<file path="src/rtl/fetch_queue_pkg.sv">
// Shared constants and types for the fetch stage and its prefetch queue.
package fetch_queue_pkg;

    localparam int INSTR_WIDTH = 32;
    localparam logic [INSTR_WIDTH-1:0] NOP = '0;

    // One queue entry: the fetched word and the address of the next sequential word.
    typedef struct packed {
        logic [INSTR_WIDTH-1:0] instruction;
        logic [INSTR_WIDTH-1:0] pc_plus_four;
    } entry_t;

    localparam int ENTRY_WIDTH = $bits(entry_t);

endpackage

</file>
<file path="src/rtl/fetch_queue_sync_fifo.sv">
// Generic synchronous FIFO with flush. The head word is read straight from
// storage at the read pointer, so it depends on registered state only.
// The caller must not push when full unless it pops in the same cycle.
module sync_fifo #(
    parameter int WIDTH = 64,
    parameter int DEPTH = 4
) (
    input  logic                         clock,
    input  logic                         reset,
    input  logic                         push,
    input  logic                         pop,
    input  logic                         flush,
    input  logic [WIDTH-1:0]             data_in,
    output logic [WIDTH-1:0]             head,
    output logic [$clog2(DEPTH+1)-1:0]   count
);

    localparam int PTR_W = $clog2(DEPTH);

    logic [WIDTH-1:0] mem [DEPTH];
    logic [PTR_W-1:0] wr_ptr;
    logic [PTR_W-1:0] rd_ptr;

    // Write the incoming entry at the tail.
    // NOTE: storage is deliberately not reset; count and pointers alone decide
    // which words are meaningful, and leaving it unreset lets it map onto RAM.
    always_ff @(posedge clock) begin
        if (push) begin
            mem[wr_ptr] <= data_in;
        end
    end

    // Advance pointers and occupancy; reset and flush both empty the queue.
    // NOTE: state registers use non-blocking assignments so every register in
    // this block samples the pre-edge values of the others.
    always_ff @(posedge clock) begin
        if (reset || flush) begin
            wr_ptr <= '0;
            rd_ptr <= '0;
            count  <= '0;
        end else begin
            if (push) begin
                wr_ptr <= wr_ptr + 1'b1;
            end
            if (pop) begin
                rd_ptr <= rd_ptr + 1'b1;
            end
            case ({push, pop})
                2'b10:   count <= count + 1'b1;
                2'b01:   count <= count - 1'b1;
                default: count <= count;
            endcase
        end
    end

    assign head = mem[rd_ptr];

endmodule

</file>
<file path="src/rtl/fetch_queue.sv">
// Instruction-fetch stage: owns the fetch PC, drives the combinational
// instruction memory, and buffers fetched words for decode. A redirect
// flushes the queue and restarts fetch from the new address.
module fetch_queue
    import fetch_queue_pkg::*;
#(
    parameter int          DEPTH    = 4,
    parameter logic [31:0] RESET_PC = 32'h0000_0000
) (
    input  logic                         clock,
    input  logic                         reset,
    output logic [31:0]                  imem_address,
    input  logic [31:0]                  imem_instruction,
    input  logic                         stall,
    input  logic                         redirect,
    input  logic [31:0]                  redirect_pc,
    output logic                         out_valid,
    output logic [INSTR_WIDTH-1:0]       out_instruction,
    output logic [31:0]                  out_pc_plus_four,
    output logic [$clog2(DEPTH+1)-1:0]   count
);

    localparam int                CNT_W = $clog2(DEPTH+1);
    localparam logic [CNT_W-1:0]  FULL  = CNT_W'(DEPTH);

    logic [31:0] fetch_pc;
    logic [31:0] next_seq_pc;
    logic        push;
    logic        pop;
    entry_t      push_entry;
    entry_t      head_entry;
    logic [ENTRY_WIDTH-1:0] head_bits;

    assign next_seq_pc  = fetch_pc + 32'd4;
    assign imem_address = fetch_pc;

    // Handshake: redirect overrides everything; a full queue may still accept
    // a word in the same cycle it hands one to decode.
    always_comb begin
        // NOTE: every combinational output gets a default first so no path
        // leaves it unassigned and infers a latch.
        pop        = 1'b0;
        push       = 1'b0;
        push_entry = '{instruction: imem_instruction, pc_plus_four: next_seq_pc};
        if (!redirect) begin
            pop  = out_valid && !stall;
            push = (count < FULL) || pop;
        end
    end

    // Fetch PC: reset vector, redirect target, or sequential advance on push.
    always_ff @(posedge clock) begin
        if (reset) begin
            fetch_pc <= RESET_PC;
        end else if (redirect) begin
            fetch_pc <= redirect_pc;
        end else if (push) begin
            fetch_pc <= next_seq_pc;
        end
    end

    sync_fifo #(
        .WIDTH (ENTRY_WIDTH),
        .DEPTH (DEPTH)
    ) u_fifo (
        .clock   (clock),
        .reset   (reset),
        .push    (push),
        .pop     (pop),
        .flush   (redirect),
        .data_in (push_entry),
        .head    (head_bits),
        .count   (count)
    );

    assign head_entry = head_bits;
    assign out_valid  = (count != '0);

    // Present the head entry, or a NOP with zero PC when the queue is empty.
    always_comb begin
        out_instruction  = NOP;
        out_pc_plus_four = '0;
        if (out_valid) begin
            out_instruction  = head_entry.instruction;
            out_pc_plus_four = head_entry.pc_plus_four;
        end
    end

endmodule

</file>
<file path="config.mk">
export PLATFORM = sky130hd
export DESIGN_NAME = fetch_queue
export DESIGN_NICKNAME = d
export VERILOG_FILES = /design/src/rtl/fetch_queue_pkg.sv /design/src/rtl/fetch_queue_sync_fifo.sv /design/src/rtl/fetch_queue.sv
export SDC_FILE = /design/constraint.sdc
export NUM_CORES = 1
export LEC_CHECK = 0
export BUFFER_PORTS_ARGS = -buffer_cell sky130_fd_sc_hd__buf_2
export CAP_MARGIN = 10
export CELL_PAD_IN_SITES_DETAIL_PLACEMENT = 0
export CELL_PAD_IN_SITES_GLOBAL_PLACEMENT = 2
export CORE_MARGIN = 2
export CORE_UTILIZATION = 38
export CTS_CLUSTER_DIAMETER = 200
export CTS_CLUSTER_SIZE = 25
export DETAILED_ROUTE_END_ITERATION = 8
export GPL_TIMING_DRIVEN = 0
export MAX_ROUTING_LAYER = met4
export PLACE_DENSITY = 0.73
export SETUP_SLACK_MARGIN = 0.5
export SLEW_MARGIN = 40
export SYNTH_ARGS = -nofsm -noshare
export SYNTH_HDL_FRONTEND = slang
export SYNTH_HIERARCHICAL = 1
export SYNTH_SLANG_ARGS = --single-unit
</file>
<file path="constraint.sdc">
create_clock -name clock -period 3 [get_ports clock]
set_clock_uncertainty 0.2 [all_clocks]
set_input_delay 0.15 -clock clock [delete_from_list [all_inputs] [get_ports clock]]
set_output_delay 0.15 -clock clock [all_outputs]
set_load 0.02 [all_outputs]
</file>
# == Word level (Yosys, flattened, before mapping) ==
# Memories as Yosys holds them, arrays and structs flattened. A register that Yosys moved wholly into a read port is not among the register bits.
# Index checks and enable logic that the tools add are counted.
# W data, S select, Z words.
# totals
ff_bits,39
ram_bits,256
inputBits,68
out_inout_bits,100
mem_count,1
# op_classes
n_addsub,5
order_cmp,1
n_eq_ne,2
n_mux,11
reduce_logical,7
# memory_table
memory,words,word_bits,read_ports,rd_clocked_by_memory_dff,write_ports,line_no,rtl
u_fifo.mem,4,64,1,1,1,fetch_queue_sync_fifo.sv:20,logic [WIDTH-1:0] mem [DEPTH];
# op_table
op,n
$mux W32,4
$add A32 B3 Y32 const B,1
$pmux W3 S2,1
$add A2 B1 Y2 const B,2
$mux W1,4
$mux W2,2
$reduce_bool A2 Y1,2
$add A3 B1 Y3 const B,1
$lt A3 B3 Y1 const B,1
$reduce_bool A3 Y1,1
$sub A3 B1 Y3 const B,1
$eq A2 B1 Y1 const B,1
$eq A2 B2 Y1 const B,1
$logic_or A1 B1 Y1,2
$logic_and A1 B1 Y1,1
$logic_not A1 Y1,1

# == Depth between registers and ports, before layout ==
# Gate-level depths: netlist of run 1.
# depth
depth_word,6
ltp_mapped,10

# == Hierarchy ==
# The synthesis of run 1 kept the hierarchy.
# modules_own_cells
module,instances,cells_each,area_each_um2,seq_area_each_um2
sync_fifo,1,380,9739.3,7867.5
fetch_queue,1,373,2765.2,640.6

# == Least setup slack after synthesis of run 1 ==
# Ideal clock, no wire load.
# synth_timing
path_type,register to register
from,register u_fifo.count[2]
to,memory u_fifo.mem[0][0] (enable)
arrival_ns,2.638
required_ns,2.371
slack_ns,-0.267
stages_incl_launch_ff,5
path_buffers,1
cell_sequence,dfxtp_1 and2_1 clkbuf_1 nor2_1 and2_1
# synth_between
elab_chain_len,6
# synth_rtl
item,line_no,rtl
from (decl),fetch_queue_sync_fifo.sv:15,output logic [$clog2(DEPTH+1)-1:0] count
from (signal assigned),fetch_queue_sync_fifo.sv:49,2'b10: count <= count + 1'b1;
from (signal assigned),fetch_queue_sync_fifo.sv:50,2'b01: count <= count - 1'b1;
from (signal assigned),fetch_queue_sync_fifo.sv:51,default: count <= count;
branches (longest 2 deep; another with $lt A3 B3 Y1),--,
$logic_or A1 B1 Y1 (*),fetch_queue.sv:47,push = (count < FULL) || pop;
$mux W1 (*),fetch_queue.sv:45,if (!redirect) begin
net push,fetch_queue.sv:28,logic push;
$mux W1 (*),fetch_queue_sync_fifo.sv:28,if (push) begin
$mux W1 (implied by the code) (*),fetch_queue_sync_fifo.sv:29,mem[wr_ptr] <= data_in;
to (decl),fetch_queue_sync_fifo.sv:20,
# Mark *: on every way through the listed nets, which the timed path passes.

# == Final worst setup path of run 1 ==
# layout_timing
from,register u_fifo.count[2]
to,register u_fifo.count[2]
# layout_lines
item,line_no,rtl
$reduce_bool A3 Y1 (*),fetch_queue.sv:77,assign out_valid = (count != '0);
$logic_and A1 B1 Y1 (*),fetch_queue.sv:46,pop = out_valid && !stall;
$mux W1 (*),fetch_queue.sv:45,
net pop,fetch_queue.sv:29,logic pop;
$eq A2 B1 Y1 / $eq A2 B2 Y1 (equally long branches),fetch_queue_sync_fifo.sv:48,"case ({push, pop})"
$pmux W3 S2 / $reduce_bool A2 Y1 (equally long branches),--,
# Mark *: on every way through the listed nets, which the timed path passes. The rest lies on a longest branch.
# A chain may end at the register's enable or synchronous reset.

==> impl_results.md, run 1 <==
- CP top delay family: simple AND/OR/NAND/NOR gates
- Post-synth EDFFs: ~260
- 1st-iter DRT viols: around 440
- Critical Path Sink: u_fifo/count[2]$_SDFFE_PP0P_
- WP data arrival: 2.68 ns
- GRT met3 Usage: 0.01947
- Port bufs: between 150 and 200
- Syn_nets: roughly 830
- Final Hold Fails: 0
- Crit start category: register
- Syn_area_per_cell: approximately 17 µm²
- Clk slew on worst S/H paths: 0.10 ns
- Worst setup margin: between 0.5 and 0.6 ns
- Power Dens Cells: roughly 490 nW/µm²
- Asr flop ratio synth: 0
- # DRC: 0
- Synthesized flop and latch total: 297
- Number of max-cap violations: 0
- Max frequency: a little over 400 MHz
- Worst Setup SP: u_fifo/count[2]$_SDFFE_PP0P_
- Clock buffer depth: 3
- Clk_lat worst skew: about 0.50 ns
- Chip height: about 190 µm
- CP max stage cell: dfxtp_4
- Synthesized instance count: between 700 and 800
- YS warnings: 6
- Worst Path Max Fanout: 7
- Routability cong.: 0.7883
- Vias in the first global route: between 7000 and 8000
- Worst vdd ir: roughly 0.26 mV
- Num Clock Sinks: 297
- H-tree Lvls: 1
- Share of cells above drive strength 1: 0.3388
- GR met1 Demand/Resource: 0.2364
- Crit-path cells: or3_4 > clkbuf_16 > nor3b_4 > ha_2 > inv_1 > fa_1 > xor2_1 > or3_1 > a21oi_1
- Worst hold path type: primary input to register
- Vias per Instance: around 5
- Main synth FF type: edfxtp_1
- WP depth: 9
- Crit end category: register
- Worst R2R End: u_fifo/count[2]$_SDFFE_PP0P_
- Final period util: 0.8174
- Reg-to-reg critical path startpoint: u_fifo/count[2]$_SDFFE_PP0P_
- Die width: 185.4 µm
- Outcome: finished clean
- Crit path largest cell delay: roughly 0.39 ns
- RSZ-0062 raised after global routing: true
- Clk root buf: clkbuf_16
- Area Overhead vs Synth: 24.64%
- Slew Limit Headroom: 0.5597
- Max Slew Vio Count: 0
- Antenna Diode Count: 0
- Worst Tran Pin Value: 0.6604 ns
- CP bufs+invs: 2
- Core box area: 32450 µm²
- Reg2reg setup slack: around 0.55 ns
- Gr busiest metal: met2
- Worst Setup Path Type: register to register
- Static leakage: approximately 5.5 nW
- Worst EP required: 3.23 ns
- Die area: roughly 34000 µm²
- Ports: 168
- Post-synth cell types: 51
- Initial core utilization: 0.3853
- Average wire per standard cell: roughly 20 µm
- Layout fillers: between 2000 and 3000
- Period minus WS final: 2.452 ns
- Fin nets: roughly 1100
- WL final: between 20 and 30 mm
- Cell Area, Placed: 14120 µm²
- Pre-CTS setup slack: -0.2952 ns
- Core Rows: 66
- Fin area: approximately 16000 µm²
- Initial antenna violation count: 0
- FF-to-FF path depth: 9
- Antenna-violating nets left: 0
- GRT Util Overall: 0.1740
- Routed vias: roughly 7400
- Largest net degree at the start of global routing: 31
- Grt ovf: 0
- DP HPWL: 19.57 mm
- Mapped Area: ~13000 µm²
- CTS Buf Count: 15
- Setup violators final: 0
- CTS tree: yes
- Register area share after synthesis: 0.6804
- Met2 usage: 0.2879
- Pre-antenna DRT Iters: 5
- First-pass GRT wire length: 43.86 mm
-- sequential cells by signal, indices dropped and copies added (netlist names), named ones only --
signal,cells
imem_address,32
u_fifo/wr_ptr,2
u_fifo/rd_ptr,2
u_fifo/count,3
u_fifo/mem,256
-- per-stage QoR --
stage	util	hold slack (ns)	setup TNS (ns)	power [mW]	cells
2_1_floorplan	-	0.03863	0	5.169	753
3_3_place_gp	0.4288	0.1664	-173.50	5.440	1362
3_5_place_dp	0.4351	0.1690	-0.3454	5.463	1371
4_1_cts	0.4754	0.005502	0	7.750	1473
5_1_grt	0.4803	0.05851	0	7.957	1478
6_report	0.4803	0.03958	0	7.674	1478
-- metal layers --
layer | part of all wire | wire, µm | vias up
met2 | 0.49 | 14010 | 194
met4 | 0.014 | 399 | 0
met3 | 0.044 | 1284 | 24
met5 | 0 | 0 | -
met1 | 0.46 | 13190 | 3724
li1 | - | - | 3469
-- layout by cell type, fill, tap and decap left out, types with 9 or more instances in the layout --
cell,Yosys,routed
clkbuf_16,0,16
dlygate4sd3_1,0,67
xor2_1,20,17
buf_12,6,15
a311oi_1,16,15
edfxtp_1,256,256
or4_1,11,9
clkbuf_1,20,19
nand3_1,14,12
mux4_2,60,60
dfxtp_1,41,31
xnor2_1,21,21
inv_1,19,19
nor2_1,43,42
buf_4,2,27
o31ai_1,10,10
nand2_1,22,20
buf_2,14,172
and2_1,69,64
-- cell families (layout without fill, tap and decap cells) --
kind of cell	Yosys count	after routing	share of synthesized area
xor gates and xnor gates	41	41	0.02872
buffers and inverters	68	351	0.03162
AOI/OAI and AO/OA	60	60	0.03572
adders and majority gates	7	7	0.007604
DFF	297	297	0.6804
and+or+nand+nor	213	213	0.09706
muxes	67	67	0.1189
-- area by class of cell --
| cell class | count | area [µm²] | area share |
|---|---|---|---|
| clock inverter | 2 | 13.76 | 0.0008830 |
| inverter | 19 | 71.32 | 0.004576 |
| buffer | 49 | 419.2 | 0.02689 |
| sequential | 297 | 8528 | 0.5472 |
| multi-input combinational | 388 | 3792 | 0.2433 |
| timing repair buffer | 257 | 1799 | 0.1154 |
| clock buffer | 24 | 409.1 | 0.02625 |
| tap | 442 | 553.0 | 0.03548 |
-- how the worst min path moves through the flow --
stage                             start                             to  slack (ns)  depth (start not counted)
floorplan                         reset  imem_address[13]$_SDFFE_PP0P_        0.04                          1
global placement    imem_instruction[7]    u_fifo/mem[3][39]$_DFFE_PP_        0.17                          1
detailed placement  imem_instruction[4]    u_fifo/mem[1][36]$_DFFE_PP_        0.17                          1
finish                            stall   imem_address[4]$_SDFFE_PP0P_        0.04                          5
CTS                               stall   imem_address[4]$_SDFFE_PP0P_       0.006                          5
global route                      stall   imem_address[4]$_SDFFE_PP0P_        0.06                          5
-- cells in the mapped netlist, drive strengths merged, types with 3 or more instances --
library cell	count	area share
a311oi	16	0.011
inv	19	0.0057
buf	27	0.019
or3	9	0.0045
nor2	43	0.013
nand2	22	0.0066
and3	4	0.0020
edfxtp	256	0.61
o31ai	10	0.0060
a21oi	7	0.0028
xor2	20	0.014
dfxtp	41	0.066
xnor2	21	0.015
nand4	9	0.0069
a31oi	4	0.0020
nand3	14	0.0056
mux2i	3	0.0024
ha	6	0.0060
o21ai	6	0.0024
and4	6	0.0042
or4	12	0.0075
nor3	12	0.0048
mux4	64	0.12
nor4	7	0.0040
clkbuf	22	0.0068
a211oi	7	0.0042
and2	69	0.035
-- tightest hold or removal path, cell delays in order --
cell	delay (ns)
buf_2	0.17
a21boi_0	0.13
xor2_1	0.14
nand2_1	0.06
a21oi_1	0.06
-- report_power, final --
group	switching, mW	leakage [nW]	internal (mW)
clock	1.25	0.204	0.959
combinational	0.421	2.61	0.347
sequential	0.0742	2.73	4.62
total	1.75	5.54	5.93
-- timing repair --
| action | in CTS | in global routing |
|---|---|---|
| endpoints found under the setup margin | 229 | 118 |
| resized for setup | 43 | 33 |
| setup buffers | 9 | 5 |
| pin swaps | 2 | 6 |
| hold buffers | 67 | 0 |
| hold endpoints to repair | 160 | 0 |
| gates cloned | 0 | 0 |
Power figures use the tool's default switching activity.
==> inputs of run 2 (changes only) <==
Settings changed: ABC_AREA set to 1, PLACE_DENSITY 0.73 to 0.77.
Clock period 3 ns to 2.39 ns, I/O delays scaled along.
==> run 2 against run 1 <==
Register-to-register slack lost 0.32 ns; sequential power grew 25%; critical path depth is the same; highest routed layer unchanged; total power grew 30%; combinational power grew 74%; non-clock buffer count grew 66; first-iteration DRC count grew 13%; synthesized cell count grew 57%; utilization grew 5.6 points.
==> impl_results.md, run 2 <==
- Outcome: finished clean
- CTS tree: yes
- Crit path largest cell delay: 0.34 ns
- Initial antenna violation count: 0
- Tot Pwr: approximately 10 mW
- Core box area: between 30000 and 40000 µm²
- CP max stage cell: dfxtp_2
- WP data arrival: around 1.9 ns
- Clk root buf: clkbuf_16
- Simple-gate portion of the synthesized area: 0.1350
- Largest register FFs: ~260
- Pre-antenna DRT Iters: 5
- FF-to-FF path depth: 14
- Area Overhead vs Synth: 40.06%
- Top cells by area, synth: edfxtp_1, nor2_1, dfxtp_1, nand2_1, inv_1
- Commonest non-fill, non-tap cell in the layout: edfxtp_1
- Worst hold path type: primary input to register
- Setup violators final: 0
- Routed vias: 9437
- Mux cell area share after synthesis: 0
- Critical Path Sink: out_pc_plus_four[9]
- Post-layout util: 0.5368
- Most numerous cell in the Yosys netlist: edfxtp_1
- WL final: ~36 mm
- Vias in the first global route: approximately 8900
- Die area: 35130 µm²
- Top cells by count, synth: edfxtp_1, nor2_1, nand2_1, inv_1, o21ai_0
- Port bufs: ~170
- Commonest non-fill, non-tap cells in the layout: edfxtp_1, nor2_1, nand2_1, buf_2, inv_1
- Worst Tran Pin Value: between 0.7 and 0.8 ns
- CTS Buf Count: 15
- Power Dens Cells: about 560 nW/µm²
- Synth Area in XOR/XNOR: 0.01438
- Clk slew on worst S/H paths: 0.09 ns
- Crit-path cells: buf_12 > inv_16 > buf_16 > clkbuf_16 > nor2_2 > o22ai_2 > inv_1 > nor2_1 > buf_4
- Worst Setup Path Type: register to primary output
- Core Rows: 67
- Die width: between 150 and 200 µm
- Final Hold Fails: 0
- Crit end category: primary output
- Complex-gate fraction of the synthesized area: 0.1109
- Period minus WS final: 2.239 ns
- Crit start category: register
- Synth top area share: 0.6012
- GRT Util Overall: 0.1947
- Reg2reg setup slack: 0.23 ns
- Synthesized instance count: 1181
- Largest net degree at the start of global routing: 27
- Chip height: 187.4 µm
- Worst vdd ir: between 0.3 and 0.4 mV
- First-pass GRT wire length: ~50 mm
- Post-synth cell types: 35
- Max frequency: approximately 450 MHz
- Routability cong.: about 0.78
- Initial core utilization: 0.3832
- Register area share after synthesis: 0.6654
- Post-synth EDFFs: 256
- Layout fillers: between 2000 and 3000
- Asr flop ratio synth: 0
- Worst Path Max Fanout: 8
- Min-Delay Startpoint: stall
- Vias per Instance: roughly 4.8
- # DRC: 0
- Max Slew Vio Count: 0
- Ports: 168
- Share of cells above drive strength 1: 0.3621
- Clock buffer depth: 3
- H-tree Lvls: 1
- Syn_area_per_cell: approximately 11 µm²
- Static leakage: 6.940 nW
- Largest family of logic cells by synthesized area: simple AND/OR/NAND/NOR gates
- Antenna-violating nets left: 0
- Final period util: 0.9369
- Post-synth top area cell: edfxtp_1
- Average wire per standard cell: 18.12 µm
- Largest register by flop count: u_fifo/mem
- RSZ-0062 raised after global routing: true
- DP HPWL: around 23 mm
- 1st-iter DRT viols: 496
- Reg-to-reg critical path startpoint: u_fifo/count[2]$_SDFFE_PP0P_
- Main synth FF type: edfxtp_1
- Grt ovf: 0
- Syn_nets: ~1300
- Fin nets: between 1500 and 2000
- Worst EP required: 2.07 ns
- Slew Limit Headroom: 0.5218
- Mapped Area: around 13000 µm²
- Num Clock Sinks: about 300
- Number of max-cap violations: 0
- Clk_lat worst skew: around 0.50 ns
- Post-synthesis adder-cell area fraction: 0.007437
- YS warnings: 6
- Antenna Diode Count: 0
- Worst R2R End: u_fifo/count[2]$_SDFFE_PP0P_
- Synthesized flop and latch total: roughly 300
-- run 2: worst max-delay path, delay by kind of cell, from the launching register on --
family | cells | cell delay (ns)
AND/OR/NAND/NOR | 2 | 0.14
flip-flops | 1 | 0.34
buffers and inverters | 6 | 0.77
AO/OA/AOI/OAI | 1 | 0.17
-- run 2: kinds of logic after synthesis --
family / after synthesis
compound gates: 257
xor+xnor: 15
fa+ha+maj: 7
buf+inv: 189
flops: 297
simple gates: 416
-- run 2: worst min path at each step --
| stage | slack (ns) | cells after the start | to |
|---|---|---|---|
| 2_1_floorplan | -0.02 | 1 | imem_address[2]$_SDFFE_PP0P_ |
| 3_5_place_dp | 0.14 | 1 | u_fifo/mem[0][55]$_DFFE_PP_ |
| 3_3_place_gp | 0.13 | 1 | u_fifo/mem[2][60]$_DFFE_PP_ |
| 5_1_grt | 0.03 | 4 | u_fifo/count[0]$_SDFFE_PP0P_ |
| 6_report | 0.02 | 4 | u_fifo/count[0]$_SDFFE_PP0P_ |
| 4_1_cts | 0.02 | 5 | imem_address[21]$_SDFFE_PP0P_ |
-- run 2: metrics by stage --
stage                     setup TNS (ns)  instances  hold slack (ns)  setup slack [ns]  instance area, µm²
final                                  0       1964          0.01763            0.1507               17910
after global routing                   0       1964          0.02809           0.08074               17910
after CTS                              0       1926          0.01637            0.1296               16600
after detailed placement         -0.2002       1808           0.1354           -0.1250               14590
after global placement           -183.07       1796           0.1333           -0.7827               14300
after floorplan                        0       1181         -0.01850            0.2076               12900
-- run 2: timing repair --
action / 4_1_cts / 5_1_grt
hold buffers: 71 / 0
setup endpoints to repair: 231 / 157
pin swaps: 33 / 138
gates resized for setup: 213 / 253
buffers inserted: 19 / 24
gates cloned: 3 / 14
endpoints found under the hold margin: 169 / 0
-- run 2: area by class of cell --
type,instances,area (µm²),share of cell area
multi-input cells,695,4228,0.2361
clock buffers,24,409.1,0.02285
repair buffers,310,2882,0.1609
flip-flops and latches,297,8568,0.4784
well taps,448,560.5,0.03130
plain buffers,62,737.0,0.04115
inverters,127,519.2,0.02899
clock inverters,1,5.005,0.0002795
-- run 2: power by group --
| part | internal [mW] | switching, mW |
|---|---|---|
| clock network | 1.19 | 1.53 |
| logic | 0.596 | 0.743 |
| registers | 5.80 | 0.0924 |
| total | 7.59 | 2.37 |
-- run 2: routing by layer --
layer	part of all wire	track usage	wire, µm	up-vias
met2	0.49	0.3259	17440	228
met5	0	-	0	-
met4	0.020	0.03513	714	0
met3	0.041	0.01970	1444	48
met1	0.45	0.2615	16000	4490
li1	-	-	-	4671
==> inputs of run 3 (changes only) <==
Settings changed: ABC_AREA 1 to 0, CORE_UTILIZATION 38 to 42, HOLD_SLACK_MARGIN set to 0.08.
==> run 3 against run 2 <==
The flow now finishes with violations (negative hold slack, negative setup slack); die area shrank 11%; via count fell by 13%; final cell count is 21% lower; register-to-register slack got worse by 0.27 ns; largest power group unchanged.
==> impl_results.md, run 3 (synthesis gave the netlist of run 1 again) <==
- Outcome: complete, but fails checks
- Violated checks: negative hold slack, negative setup slack
- WL final: ~33 mm
- Worst hold path type: primary input to register
- Clk slew on worst S/H paths: ~0.090 ns
- RSZ-0062 raised after global routing: true
- Worst Setup Path Type: register to register
- Antenna-violating nets left: 0
- Grt ovf: 0
- Setup violators final: 2
- Clock Power Share: 0.275
- Pre-antenna DRT Iters: 4
- Flip-flop and latch area: between 8000 and 9000 µm²
- WP data arrival: approximately 2.6 ns
- Max frequency: just over 400 MHz
- Clk_lat worst skew: roughly 0.50 ns
- Fin nets: 1236
- Number of max-cap violations: 0
- Final period util: 1.015
- Min Hold Slack: -0.04666 ns
- Switching part of the total: 0.2295
- Switching pwr: around 2.3 mW
- Max Slew Vio Count: 0
- H-tree Lvls: 1
- Share of cells above drive strength 1: 0.5415
- Area of the multi-input gates: around 4600 µm²
- Fin cells: between 1500 and 2000
- Largest net degree at the start of global routing: 27
- Initial antenna violation count: 0
- Share of power burned in registers: 0.589
- Worst EP required: 2.60 ns
- Power Dens Cells: roughly 540 nW/µm²
- Layout fillers: 2212
- 1st-iter DRT viols: around 530
- Core Rows: between 60 and 70
- # DRC: 0
- Vias per Instance: approximately 5.2
- FF-to-FF path depth: 9
- Chip height: 176.5 µm
- Num Clock Sinks: between 200 and 300
- Commonest non-fill, non-tap cells in the layout: edfxtp_1, buf_6, buf_2, dlygate4sd3_1, and2_4
- Worst setup margin: -0.03532 ns
- GRT Util Overall: 0.2106
- Period minus WS final: 2.425 ns
- Static leakage: between 6 and 7 nW
- Worst vdd ir: 0.4287 mV
- Core box area: just under 30000 µm²
- Routed vias: 8164
- Antenna Diode Count: 0
- Ports: between 150 and 200
- Worst Tran Pin Value: a little under 0.7 ns
- Slew Limit Headroom: 0.5402
- Vias in the first global route: between 8000 and 9000
- Crit start category: register
- Routability cong.: between 0.7 and 0.8
- Initial core utilization: 0.4242
- Combinational cell fraction of total power: 0.136
- Area Overhead vs Synth: 49.56%
- Die area: 31170 µm²
- Largest register by flop count: u_fifo/mem
- Die width: around 180 µm
- CTS Buf Count: 15
- Clk root buf: clkbuf_16
- P_int: 7.720 mW
- Crit end category: register
- Clock buffer depth: 3
- CTS tree: yes
- Worst Path Max Fanout: 8
- Largest register FFs: 256
- DP HPWL: 18.44 mm
- Final Hold Fails: 1
- Commonest non-fill, non-tap cell in the layout: edfxtp_1
- Average wire per standard cell: between 20 and 25 µm
- Cell Area, Placed: 14230 µm²
- First-pass GRT wire length: about 48 mm
- Hold-fix buffers, CTS: 73
- Port bufs: 167
- Fin area: 18700 µm²
- DP Cell Count: between 1000 and 1500
- Hold Path Depth: 4
-- run 3: power by group through the flow --
stage          sequential [mW]  combinational (mW)  clock (mW)
5_1_grt                   5.92                1.46        3.02
6_report                  5.90                1.37        2.75
4_1_cts                   5.90                1.20        2.84
3_3_place_gp              6.01               0.836           0
3_5_place_dp              6.01               0.856           0
2_1_floorplan             6.03               0.480           0
-- run 3: critical path, cell delays in order (launching register included) --
cell and delay, ns:
dfxtp_4 0.37, or3_4 0.16, clkbuf_16 0.18, nor3b_4 0.25, ha_2 0.24, inv_2 0.04, fa_2 0.32, xor2_1 0.15
or3_1 0.30, a21oi_1 0.13
-- run 3: final cells by class --
| type | instances | area share |
|---|---|---|
| Multi-Input combinational cell | 393 | 0.2460 |
| Clock inverter | 1 | 0.0002676 |
| Buffer | 49 | 0.03158 |
| Inverter | 19 | 0.003947 |
| Tap cell | 390 | 0.02609 |
| Sequential cell | 297 | 0.4607 |
| Clock buffer | 24 | 0.02188 |
| Timing Repair Buffer | 386 | 0.2095 |
-- run 3: per-layer routing --
metal  vias up  global-route usage  wire length [µm]
li1       3766                   -                 -
met1      4158              0.2904             14780
met2       215              0.3429             16140
met3        25             0.02390              1464
met4         0             0.04098               393
met5         -                   -                 0
-- run 3: timing repair --
| item | in CTS | in global routing |
|---|---|---|
| endpoints found under the hold margin | 164 | 2 |
| cloned | 19 | 11 |
| endpoints found under the setup margin | 425 | 450 |
| buffers inserted | 84 | 32 |
| gates resized for setup | 224 | 214 |
| pin swaps | 52 | 58 |
-- run 3: per-stage QoR --
stage | TNS (ns) | total power [mW] | hold WS (ns) | setup slack, ns | utilization
finish | -0.04439 | 10.02 | -0.04666 | -0.03532 | 0.6344
global route | -1.736 | 10.40 | -0.006682 | -0.1025 | 0.6344
CTS | -0.2082 | 9.940 | -0.007253 | -0.02753 | 0.5902
detailed placement | -18.61 | 6.871 | 0.1392 | -0.3098 | 0.4829
global placement | -74.84 | 6.849 | 0.1343 | -0.3493 | 0.4787
floorplan | 0 | 6.513 | 0.0006149 | 0.1085 | -
-- run 3: final timing paths --
| kind | start | endpoint | slack [ns] |
|---|---|---|---|
| setup / recovery | u_fifo/count[1]$_SDFFE_PP0P_ | u_fifo/count[2]$_SDFFE_PP0P_ | -0.04 |
| hold / removal | stall | imem_address[3]$_SDFFE_PP0P_ | -0.05 |
| hold reg to reg | u_fifo/count[1]$_SDFFE_PP0P_ | u_fifo/count[1]$_SDFFE_PP0P_ | 0.32 |
| setup reg to reg | u_fifo/count[1]$_SDFFE_PP0P_ | u_fifo/count[2]$_SDFFE_PP0P_ | -0.04 |
